## src/rtl/wide_add_sequencer_pkg.sv

```systemverilog
`default_nettype none
// ============================================================================
//  Module      : wide_add_sequencer_pkg
//  Description : Shared types and constants for the wide-operand sequencer
//                that drives the registered 4-bit adder one nibble at a time.
//  Revision    : 1.0  initial release
// ============================================================================
package wide_add_sequencer_pkg;

    // Width of one adder slice.
    localparam int NIBBLE_W = 4;

    // Latency of the registered adder (input and output registers).
    localparam int DEFAULT_ADD_LAT = 2;

    // Sequencer states, explicitly encoded.
    typedef enum logic [2:0] {
        IDLE    = 3'd0,
        ISSUE   = 3'd1,
        WAIT    = 3'd2,
        CAPTURE = 3'd3,
        OUTPUT  = 3'd4
    } state_t;

endpackage
`default_nettype wire

```

## src/rtl/wide_add_sequencer.sv

```systemverilog
`default_nettype none
// ============================================================================
//  Module      : wide_add_sequencer
//  Description : Accepts a wide operand pair, feeds the external registered
//                4-bit adder nibble by nibble (LSB first) with carry chained
//                through, collects the sum nibbles and returns the full sum
//                and final carry over a valid/ready handshake.
//  Revision    : 1.0  initial release
// ============================================================================
module wide_add_sequencer
    import wide_add_sequencer_pkg::*;
#(
    parameter int NIBBLES = 4,
    parameter int ADD_LAT = DEFAULT_ADD_LAT
) (
    input  logic                          clk,
    input  logic                          rst,
    input  logic                          in_valid,
    output logic                          in_ready,
    input  logic [NIBBLE_W*NIBBLES-1:0]   in_a,
    input  logic [NIBBLE_W*NIBBLES-1:0]   in_b,
    input  logic                          in_cin,
    output logic [NIBBLE_W-1:0]           add_a,
    output logic [NIBBLE_W-1:0]           add_b,
    output logic                          add_cin,
    input  logic [NIBBLE_W-1:0]           add_s,
    input  logic                          add_cout,
    output logic                          out_valid,
    input  logic                          out_ready,
    output logic [NIBBLE_W*NIBBLES-1:0]   out_sum,
    output logic                          out_cout,
    output logic                          busy
);

    localparam int W     = NIBBLE_W * NIBBLES;
    localparam int IDX_W = (NIBBLES > 1) ? $clog2(NIBBLES) : 1;
    localparam int CNT_W = (ADD_LAT > 1) ? $clog2(ADD_LAT) : 1;

    localparam logic [IDX_W-1:0] c_last_idx  = IDX_W'(NIBBLES - 1);
    localparam logic [CNT_W-1:0] c_wait_init = CNT_W'(ADD_LAT - 1);
    localparam logic [CNT_W-1:0] c_wait_one  = CNT_W'(1);

    state_t             r_state;
    state_t             w_state_next;
    logic [W-1:0]       r_a;
    logic [W-1:0]       r_b;
    logic [W-1:0]       r_sum;
    logic               r_carry;
    logic [IDX_W-1:0]   r_idx;
    logic [CNT_W-1:0]   r_wait_cnt;
    logic [W-1:0]       r_out_sum;
    logic               r_out_cout;
    logic [W-1:0]       w_sum_merged;
    logic               w_last;

    assign w_last = (r_idx == c_last_idx);

    // Partial sum with the adder's current nibble dropped into its slot.
    always_comb begin
        w_sum_merged = r_sum;
        w_sum_merged[r_idx*NIBBLE_W +: NIBBLE_W] = add_s;
    end

    // State register.
    always_ff @(posedge clk or posedge rst) begin
        if (rst) begin
            r_state <= IDLE;
        end else begin
            r_state <= w_state_next;
        end
    end

    // Next-state decode.
    always_comb begin
        w_state_next = r_state;
        unique case (r_state)
            IDLE:    if (in_valid) w_state_next = ISSUE;
            ISSUE:   w_state_next = (ADD_LAT == 1) ? CAPTURE : WAIT;
            WAIT:    if (r_wait_cnt == c_wait_one) w_state_next = CAPTURE;
            CAPTURE: w_state_next = w_last ? OUTPUT : ISSUE;
            OUTPUT:  if (out_ready) w_state_next = IDLE;
            default: w_state_next = IDLE;
        endcase
    end

    // Outputs decode from state and registers only, so no input reaches an
    // output combinationally.
    always_comb begin
        in_ready  = (r_state == IDLE);
        busy      = (r_state != IDLE);
        out_valid = (r_state == OUTPUT);
        add_a     = '0;
        add_b     = '0;
        add_cin   = 1'b0;
        if (r_state == ISSUE) begin
            add_a   = r_a[r_idx*NIBBLE_W +: NIBBLE_W];
            add_b   = r_b[r_idx*NIBBLE_W +: NIBBLE_W];
            add_cin = r_carry;
        end
    end

    // Operand latch, latency counter, nibble index and result collection.
    // The output registers load only on the final capture so out_sum and
    // out_cout keep their last value once the handshake completes.
    always_ff @(posedge clk or posedge rst) begin
        if (rst) begin
            r_a        <= '0;
            r_b        <= '0;
            r_sum      <= '0;
            r_carry    <= 1'b0;
            r_idx      <= '0;
            r_wait_cnt <= '0;
            r_out_sum  <= '0;
            r_out_cout <= 1'b0;
        end else begin
            unique case (r_state)
                IDLE: begin
                    if (in_valid) begin
                        r_a     <= in_a;
                        r_b     <= in_b;
                        r_carry <= in_cin;
                        r_idx   <= '0;
                        r_sum   <= '0;
                    end
                end
                ISSUE: begin
                    r_wait_cnt <= c_wait_init;
                end
                WAIT: begin
                    r_wait_cnt <= r_wait_cnt - c_wait_one;
                end
                CAPTURE: begin
                    r_sum   <= w_sum_merged;
                    r_carry <= add_cout;
                    if (w_last) begin
                        r_out_sum  <= w_sum_merged;
                        r_out_cout <= add_cout;
                    end else begin
                        r_idx <= r_idx + 1'b1;
                    end
                end
                default: begin
                end
            endcase
        end
    end

    assign out_sum  = r_out_sum;
    assign out_cout = r_out_cout;

endmodule
`default_nettype wire

```

## config.mk

```make
export PLATFORM = sky130hd
export DESIGN_NAME = wide_add_sequencer
export DESIGN_NICKNAME = d
export VERILOG_FILES = /design/src/rtl/wide_add_sequencer_pkg.sv /design/src/rtl/wide_add_sequencer.sv
export SDC_FILE = /design/constraint.sdc
export NUM_CORES = 1
export LEC_CHECK = 0
export ABC_AREA = 1
export CAP_MARGIN = 0
export CORE_MARGIN = 2
export CORE_UTILIZATION = 51
export CTS_CLUSTER_DIAMETER = 80
export DETAILED_ROUTE_END_ITERATION = 8
export PLACE_DENSITY = 0.79
export SLEW_MARGIN = 10
export SYNTH_ARGS = -nofsm -noshare
export SYNTH_HDL_FRONTEND = slang
export SYNTH_SLANG_ARGS = --single-unit
```

## constraint.sdc

```tcl
create_clock -name clk -period 3.2 [get_ports clk]
set_clock_uncertainty 0.2 [all_clocks]
set_input_delay 0.32 -clock clk [delete_from_list [all_inputs] [get_ports clk]]
set_output_delay 0.32 -clock clk [all_outputs]
set_load 0.01 [all_outputs]
```

* Word-level counts from Yosys, hierarchy flattened *
Cells that the tools add are included.

word-level totals
  input bits = 42
  output and inout port bits = 29
  word-level logic and storage cells = 51
  register bits after elaboration = 72

operators by class
  shifts and indexed selects = 4
  add/sub/neg operators = 3
  equal/unequal tests = 9
  multiplexer cells = 17
  reductions and logical operators = 9

operators by type and width
  operator                                                count
  negation 4 -> 34 bit                                    1
  variable shift 4 x 34 -> 16 bit (first input constant)  1
  indexed part select 4 x 34 -> 16 bit                    1
  case mux 16 bit (2 select lines)                        1
  indexed part select 16 x 5 -> 4 bit                     2
  bitwise mux 16 bit                                      1
  two-way mux 16 bit                                      1
  case mux 3 bit (5 select lines)                         1
  two-way mux 3 bit                                       4
  two-way mux 4 bit                                       2
  == test 3 x 2 -> 1 bit (second input constant)          2
  inequality test 2 bit (second input constant)           3
  AND reduction 2 bit                                     3
  AND reduction 3 bit                                     2
  two-way mux 2 bit                                       2
  case mux 1 bit (2 select lines)                         2
  case mux 2 bit (2 select lines)                         1
  nonzero test 2 bit                                      2
  == test 3 x 1 -> 1 bit (second input constant)          1
  == test 3 bit (second input constant)                   1
  zero test 3 bit                                         1
  nonzero test 3 bit                                      1
  adder 2 x 1 -> 2 bit (second input constant)            1
  == test 2 bit (second input constant)                   1
  3 further kinds                                         4

* Logic depth before layout (Yosys ltp) *
Gate-level depths: netlist (run 1).

  depth after elaboration = 4
  depth in mapped cells = 10
  depth with buffers taken out = 8

* Worst setup path after synthesis (run 1) *
OpenSTA, ideal clock, no wires.

  kind = register to register
  start = register r_idx[1]
  end = register r_out_sum[12] (netlist: out_sum[12])
  setup time = 65 ps
  clock period less this slack = 1828 ps
  setup slack = 1372 ps
  stages on the path, launching flop included = 10
  arrival time = 1563 ps
  data required time = 2935 ps
  cells stage by stage = dfrtp_1 > buf_2 > inv_1 > buf_2 > ha_1 > inv_1 > nand3_1 > o21ai_0 > nand2_1 > nand2_1

on the way
  cells in the longest elaborated chain, start to end = 3
  elaborated cells on any way between the ends = 6
  those cells by class = add/sub (1); eq/ne (1); shift (2); mux (1); reduce/logical (1)

RTL lines
  what                                                                                            line                       source
  from (decl)                                                                                     wide_add_sequencer.sv:49   logic [IDX_W-1:0] r_idx;
  from (signal assigned)                                                                          wide_add_sequencer.sv:139  r_idx <= r_idx + 1'b1;
  negation 4 -> 34 bit                                                                            wide_add_sequencer.sv:61   w_sum_merged[r_idx*NIBBLE_W +: NIBBLE_W] = add_s;
  indexed part select 4 x 34 -> 16 bit / variable shift 4 x 34 -> 16 bit (equally long branches)  wide_add_sequencer.sv:61
  bitwise mux 16 bit                                                                              wide_add_sequencer.sv:61
  to (signal assigned)                                                                            wide_add_sequencer.sv:136  r_out_sum <= w_sum_merged;
  to (decl)                                                                                       wide_add_sequencer.sv:51   logic [W-1:0] r_out_sum;

Several ways; a longest one is shown, not always the timed one.
A chain may end at the register's enable or synchronous reset.

* Worst setup path in the final report (run 1) *
  start = register r_idx[0]
  end = output port add_a[0]

on the way
  cells in the longest elaborated chain, start to end = 2

RTL lines
  what                                 line                      source
  indexed part select 16 x 5 -> 4 bit  wide_add_sequencer.sv:96  add_a = r_a[r_idx*NIBBLE_W +: NIBBLE_W];
  two-way mux 4 bit                    wide_add_sequencer.sv:95  if (r_state == ISSUE) begin
  to (decl)                            wide_add_sequencer.sv:23  output logic [NIBBLE_W-1:0] add_a,

Every way passes these cells.

==> metrics.md, run 1 <==
| Metric | Value |
|---|---|
| Run status | completed |
| Design Power | 0.00409 W |
| GR Overflow Total | 0 |
| Most frequent cells in the layout | 220 x nand2_1, 72 x dfrtp_1, 70 x clkdlybuf4s50_1 |
| Internal Power | 0.00254 W |
| DR vias/cell | roughly 5.2 |
| Initial DRC Count | about 190 |
| VDD IR max | between 0.4 and 0.5 mV |
| CTS Buf Count | 9 |
| Post-route antenna net violation count | 0 |
| Synthesized netlist cell count | 446 |
| Normalized max-slew margin | between 50% and 60% |
| Cell Area, Synth | ~3500 sq um |
| Initial antenna violation count | 0 |
| Data required, critical path | about 2.7 ns |
| Max H-tree Level | 3 |
| Nets | around 560 |
| Initial Util | between 50% and 60% |
| Design area | 4420 sq um |
| Synthesized Nets | about 490 |
| Sequential power share | approximately 37% |
| Final Hold Fails | 0 |
| Fill count | approximately 560 |
| Pwr Density | 924 nW/um^2 |
| Drt drc | 0 |
| TNS Setup | 0 ns |
| Placement Cell Area | ~4200 sq um |
| Global-route wire length before repair | between 10000 and 15000 microns |
| Endpoint type of the worst setup path | primary output |
| Cell variety after synth | 21 |
| Core ar. | roughly 6700 sq um |
| Die Y | 86.5 microns |
| Placer Congestion | around 0.85 |
| GR Util All Layers | a little under a quarter |
| Clock sink count | 72 |
| Final setup vio count | 0 |
| Clk root buf | clkbuf_8 |
| Tcrit/Tclk final | 90.3% |
| 1st-pass router iterations | 5 |
| Chip width | slightly below 90 microns |
| Maxcap violations | 0 |
| Final core utilization | roughly 66% |
| Max Root-Sink Buffers | 2 |
| Antenna cells | 0 |
| Kind of critical path | flop to primary output |
| Most common cell after layout, fill and taps aside | nand2_1 |
| Sw Pwr | approximately 0.0015 W |
| Clock Latency Late Sink | roughly 0.35 ns |
| Syn Area/Cell | 7.77 sq um |
| Area grow syn2layout | 27.5% |
| Worst r2r path cells | 7 |
| Max Fanout on Critical Path | 21 |
| Post-CTS Setup Repair Bufs | 0 |
| Total wire length | 8020 microns |
| Combinational share of power | a little over 40% |
| Critical path launch point type | flop |
| Fmax | between 0.3 and 0.4 GHz |
| Cts repair resizes | 0 |
| Vias in the first global route | about 2900 |
| Port buffer count | 70 |
| P_leak | 2.23 nW |
| CTS tree | yes |
| Switching portion of total power | 37.7% |
| CTS Hold Bufs | 0 |
| Post-route insts no fill | 596 |
| Unrepaired setup endpoints after global routing | no |
| Layout cells sized above 1 | between 5 and 6% |
| Die Footprint | ~7500 sq um |
| WL/cell | about 13 microns |
| Yosys warning total | 0 |
| I/O pins | around 70 |
| Clock period minus final worst setup slack | 2.89 ns |
| Dpl cells | 580 |
| Site Rows | 30 |
| Worst EP arrival | roughly 2.4 ns |
| CTS clk-pin slew, worst paths | about 0.080 ns |
| DP Wirelength | about 5500 microns |
| Register area share after synthesis | approximately half |
| Largest net degree at the start of global routing | 46 |
| Clock power frac | a little over a fifth |
| HP Class | input port to async pin |
| Vias | a little over 3000 |
| Worst-margin pin slew | between 0.6 and 0.7 ns |
| Slew Viols, Final | 0 |
| #FFs+latches synth | 72 |
metal layers:
metal / track usage, % / routed length [microns] / vias up
li1: - / - / 1518
met1: 32.8 / 3690 / 1463
met2: 35.2 / 3770 / 94
met3: 4.48 / 434 / 11
met4: 9.38 / 133 / 0
met5: 0 / 0 / -
layout make-up:
class                           count  area (sq um)  share of cell area (%)
Sequential cell                    72          1800                    40.8
Multi-Input combinational cell    318          1390                    31.5
Timing Repair Buffer               72           728                    16.5
Clock buffer                       11           151                    3.42
Inverter                           38           143                    3.23
Clock inverter                      5           103                    2.32
Tap cell                           80           100                    2.26
cells in the mapped netlist, drive strengths merged:
library cell  count  share of area (%)
buf              16                3.5
nand3            19                3.2
nand2           221                 24
nor2             17                1.9
ha                6                2.2
a21oi             8                1.2
inv              38                4.1
o211ai           12                2.6
dfrtp            72                 52
o21ai            31                4.5
nand4             2               0.36
clkbuf            2               0.22
nor3              1               0.14
nand3b            1               0.22
through the flow:
step / setup slack, ns / hold slack [ns]
final: 0.310 / 0.184
after global routing: 0.162 / 0.234
after CTS: 0.332 / 0.204
after detailed placement: 0.735 / 0.262
after global placement: 0.799 / 0.256
after floorplan: 0.855 / 0.230
power by group through the flow:
stage	Combinational, W	Sequential [W]	Clock (W)
floorplan	0.00107	0.00150	0
global placement	0.00161	0.00151	0
detailed placement	0.00166	0.00152	0
CTS	0.00168	0.00151	0.000907
global route	0.00188	0.00156	0.000944
finish	0.00167	0.00151	0.000899
kinds of logic after synthesis:
logic type	count (synthesis)	share of synthesized area [%]
fa+ha+maj	6	2.17
buf+inv	56	7.83
flops	72	52.0
simple gates	261	29.8
compound gates	51	8.23
flip-flops by register name, summed over array words and instances, names as in the netlist:
signal	flops
out_cout	1
out_sum	16
r_a	16
r_b	16
r_carry	1
r_idx	2
r_state	3
r_sum	16
r_wait_cnt	1
path summary, 6_finish.rpt:
kind / start / end / slack, ns
worst max-delay path: r_idx[0] / add_a[0] / 0.31
worst min-delay path: rst / r_b[2] / 0.18
worst max register to register: r_idx[0] / r_sum[13] / 0.64
worst min register to register: r_sum[1] / r_sum[1] / 0.27
max in group asynchronous: rst / r_sum[9] / 1.97
min in group clk: r_sum[1] / r_sum[1] / 0.27
critical path: stages (launching register included):
cell,delay [ns]
dfrtp_1,0.77
inv_1,0.33
o21ai_0,0.29
a21oi_1,0.12
clkdlybuf4s50_1,0.49
Power figures use the tool's default switching activity.
==> run 2, diff against run 1 <==
Settings changed: GPL_TIMING_DRIVEN from default to 0, SLEW_MARGIN 10 to default.
==> metrics.md, run 2 (synthesis gave the netlist of run 1 again) <==
| Metric | Value |
|---|---|
| Run status | completed |
| Dpl ws | 0.779 ns |
| Kind of critical path | flop to primary output |
| Worst hold start | r_sum[6] |
| Most common cell after layout, fill and taps aside | nand2_1 |
| Worst flop-to-flop path endpoint | r_sum[6] |
| Cts repair resizes | 0 |
| Maxcap violations | 0 |
| CTS Buf Count | 9 |
| Sw Pwr | about 0.0016 W |
| Final Hold Fails | 0 |
| Area grow syn2layout | 30.9% |
| Largest net degree at the start of global routing | 73 |
| Hold depth | 2 |
| Core ar. | ~6700 sq um |
| Switching portion of total power | between 30% and 40% |
| Fmax | roughly 0.36 GHz |
| Clock power frac | between 20% and 30% |
| Layout cells sized above 1 | 8.08% |
| Hold path endpoint | r_sum[6] |
| Critical path launch point type | flop |
| Post-route antenna net violation count | 0 |
| Worst path slowest cell | clkdlybuf4s50_1 |
| Final core utilization | 67.9% |
| Initial antenna violation count | 0 |
| Tcrit/Tclk final | 87.9% |
| Crit-path cells | buf_2 > clkbuf_1 > o211ai_1 > a21oi_1 > clkdlybuf4s50_1 |
| Initial Util | between 50% and 60% |
| Internal Power | between 0.002 and 0.003 W |
| GR Util All Layers | about a quarter |
| Worst Path Buf+Inv | 3 |
| Worst EP arrival | around 2.3 ns |
| CTS clk-pin slew, worst paths | 0.08 ns |
| Final setup vio count | 0 |
| GR Overflow Total | 0 |
| Total wire length | about 8500 microns |
| WL/cell | roughly 14 microns |
| Normalized max-slew margin | 41.5% |
| Pwr Density | approximately 940 nW/um^2 |
| Clock Latency Late Sink | 0.34 ns |
| Number of cells on the critical path | 5 |
| Vias | around 3200 |
| I/O pins | 71 |
| 1st-pass router iterations | 5 |
| Port buffer count | 70 |
| Global-route wire length before repair | 14000 microns |
| Final Worst Setup Slack | approximately 0.4 ns |
| Dpl cells | 596 |
| Max Root-Sink Buffers | 2 |
| Die Footprint | approximately 7500 sq um |
| Unrepaired setup endpoints after global routing | no |
| Clk root buf | clkbuf_8 |
| Vias in the first global route | between 3000 and 4000 |
| CTS tree | yes |
| Max Fanout on Critical Path | 10 |
| Crit path max-delay family | buffers and inverters |
| P_leak | between 2 and 2.5 nW |
| Slew Viols, Final | 0 |
| Sequential power share | roughly 35% |
| Antenna cells | 0 |
| Combinational share of power | ~43% |
| CTS Hold Bufs | 0 |
| Worst-margin pin slew | 0.877 ns |
| Nets | about 580 |
| Placer Congestion | approximately 0.92 |
| DP Wirelength | between 5000 and 6000 microns |
| VDD IR max | roughly 0.56 mV |
| Die Y | between 80 and 90 microns |
| Most frequent cells in the layout | 220 x nand2_1, 72 x dfrtp_1, 70 x clkdlybuf4s50_1 |
| Max H-tree Level | 3 |
| Critical Path Start | r_idx[0] |
| Post-route insts no fill | around 600 |
| Post-CTS Setup Repair Bufs | 0 |
| Hold WS | 0.281 ns |
| Drt drc | 0 |
| RR Startpoint | r_idx[1] |
| Site Rows | 30 |
| Chip width | 86.5 microns |
| Clock period minus final worst setup slack | 2.81 ns |
| HP Class | flop to flop |
| TNS Setup | 0 ns |
| Data required, critical path | around 2.7 ns |
| R2r setup slk | between 0.9 and 1 ns |
| Slowest cell delay on critical path | 0.57 ns |
| Worst r2r path cells | 9 |
| Clock sink count | a little over 70 |
| Initial DRC Count | ~220 |
| DR vias/cell | a little over 5 |
| Endpoint type of the worst setup path | primary output |
## run 2: cell count changes in the layout (fill, tap and decap cells not counted)
cell,delta
buf_12,-1
buf_2,+7
buf_4,+3
buf_6,+5
bufinv_16,+1
clkbuf_1,+3
clkbuf_8,-1
clkinv_2,-1
inv_2,-1
inv_4,+1
## run 2: worst max-delay path by stage
| stage | to | slack (ns) |
|---|---|---|
| finish | add_b[0] | 0.39 |
| global route | add_a[1] | 0.27 |
| CTS | add_b[0] | 0.41 |
| detailed placement | add_b[0] | 0.78 |
| global placement | out_sum[9] | -0.28 |
| floorplan | out_cout | 0.86 |
## run 2: final cells by class
cell class / count / area (sq um)
Multi-Input combinational cell: 318 / 1390
Inverter: 38 / 145
Tap cell: 80 / 100
Clock buffer: 11 / 141
Fill cell: 558 / 2140
Sequential cell: 72 / 1800
Timing Repair Buffer: 70 / 701
Clock inverter: 5 / 128
Buffer: 18 / 129
## run 2: worst min-delay path: cells and delay by family, from the launching register on
family | cells | cell delay (ns)
flip-flops | 1 | 0.35
AND/OR/NAND/NOR | 2 | 0.09
## run 2: metrics by stage
step                      power (W)  area, sq um
after floorplan             0.00257         3470
after global placement      0.00323         4270
after detailed placement    0.00330         4270
after CTS                   0.00426         4540
after global routing        0.00455         4540
final                       0.00426         4540
## run 2: power groups by stage
stage	sequential [W]	combinational (W)	clock (W)
5_1_grt	0.00151	0.00204	0.000999
3_3_place_gp	0.00147	0.00176	0
4_1_cts	0.00147	0.00183	0.000960
2_1_floorplan	0.00150	0.00107	0
3_5_place_dp	0.00149	0.00181	0
6_report	0.00147	0.00183	0.000956
## run 2: routing by layer
layer,wire length [microns],vias to the layer above,global-route usage (%),part of all wire [%]
met3,527,12,3.52,6.2
met4,128,0,9.94,1.5
met5,0,-,0,0
met2,4010,114,39.7,47
met1,3790,1484,32.1,45
li1,-,1547,-,-
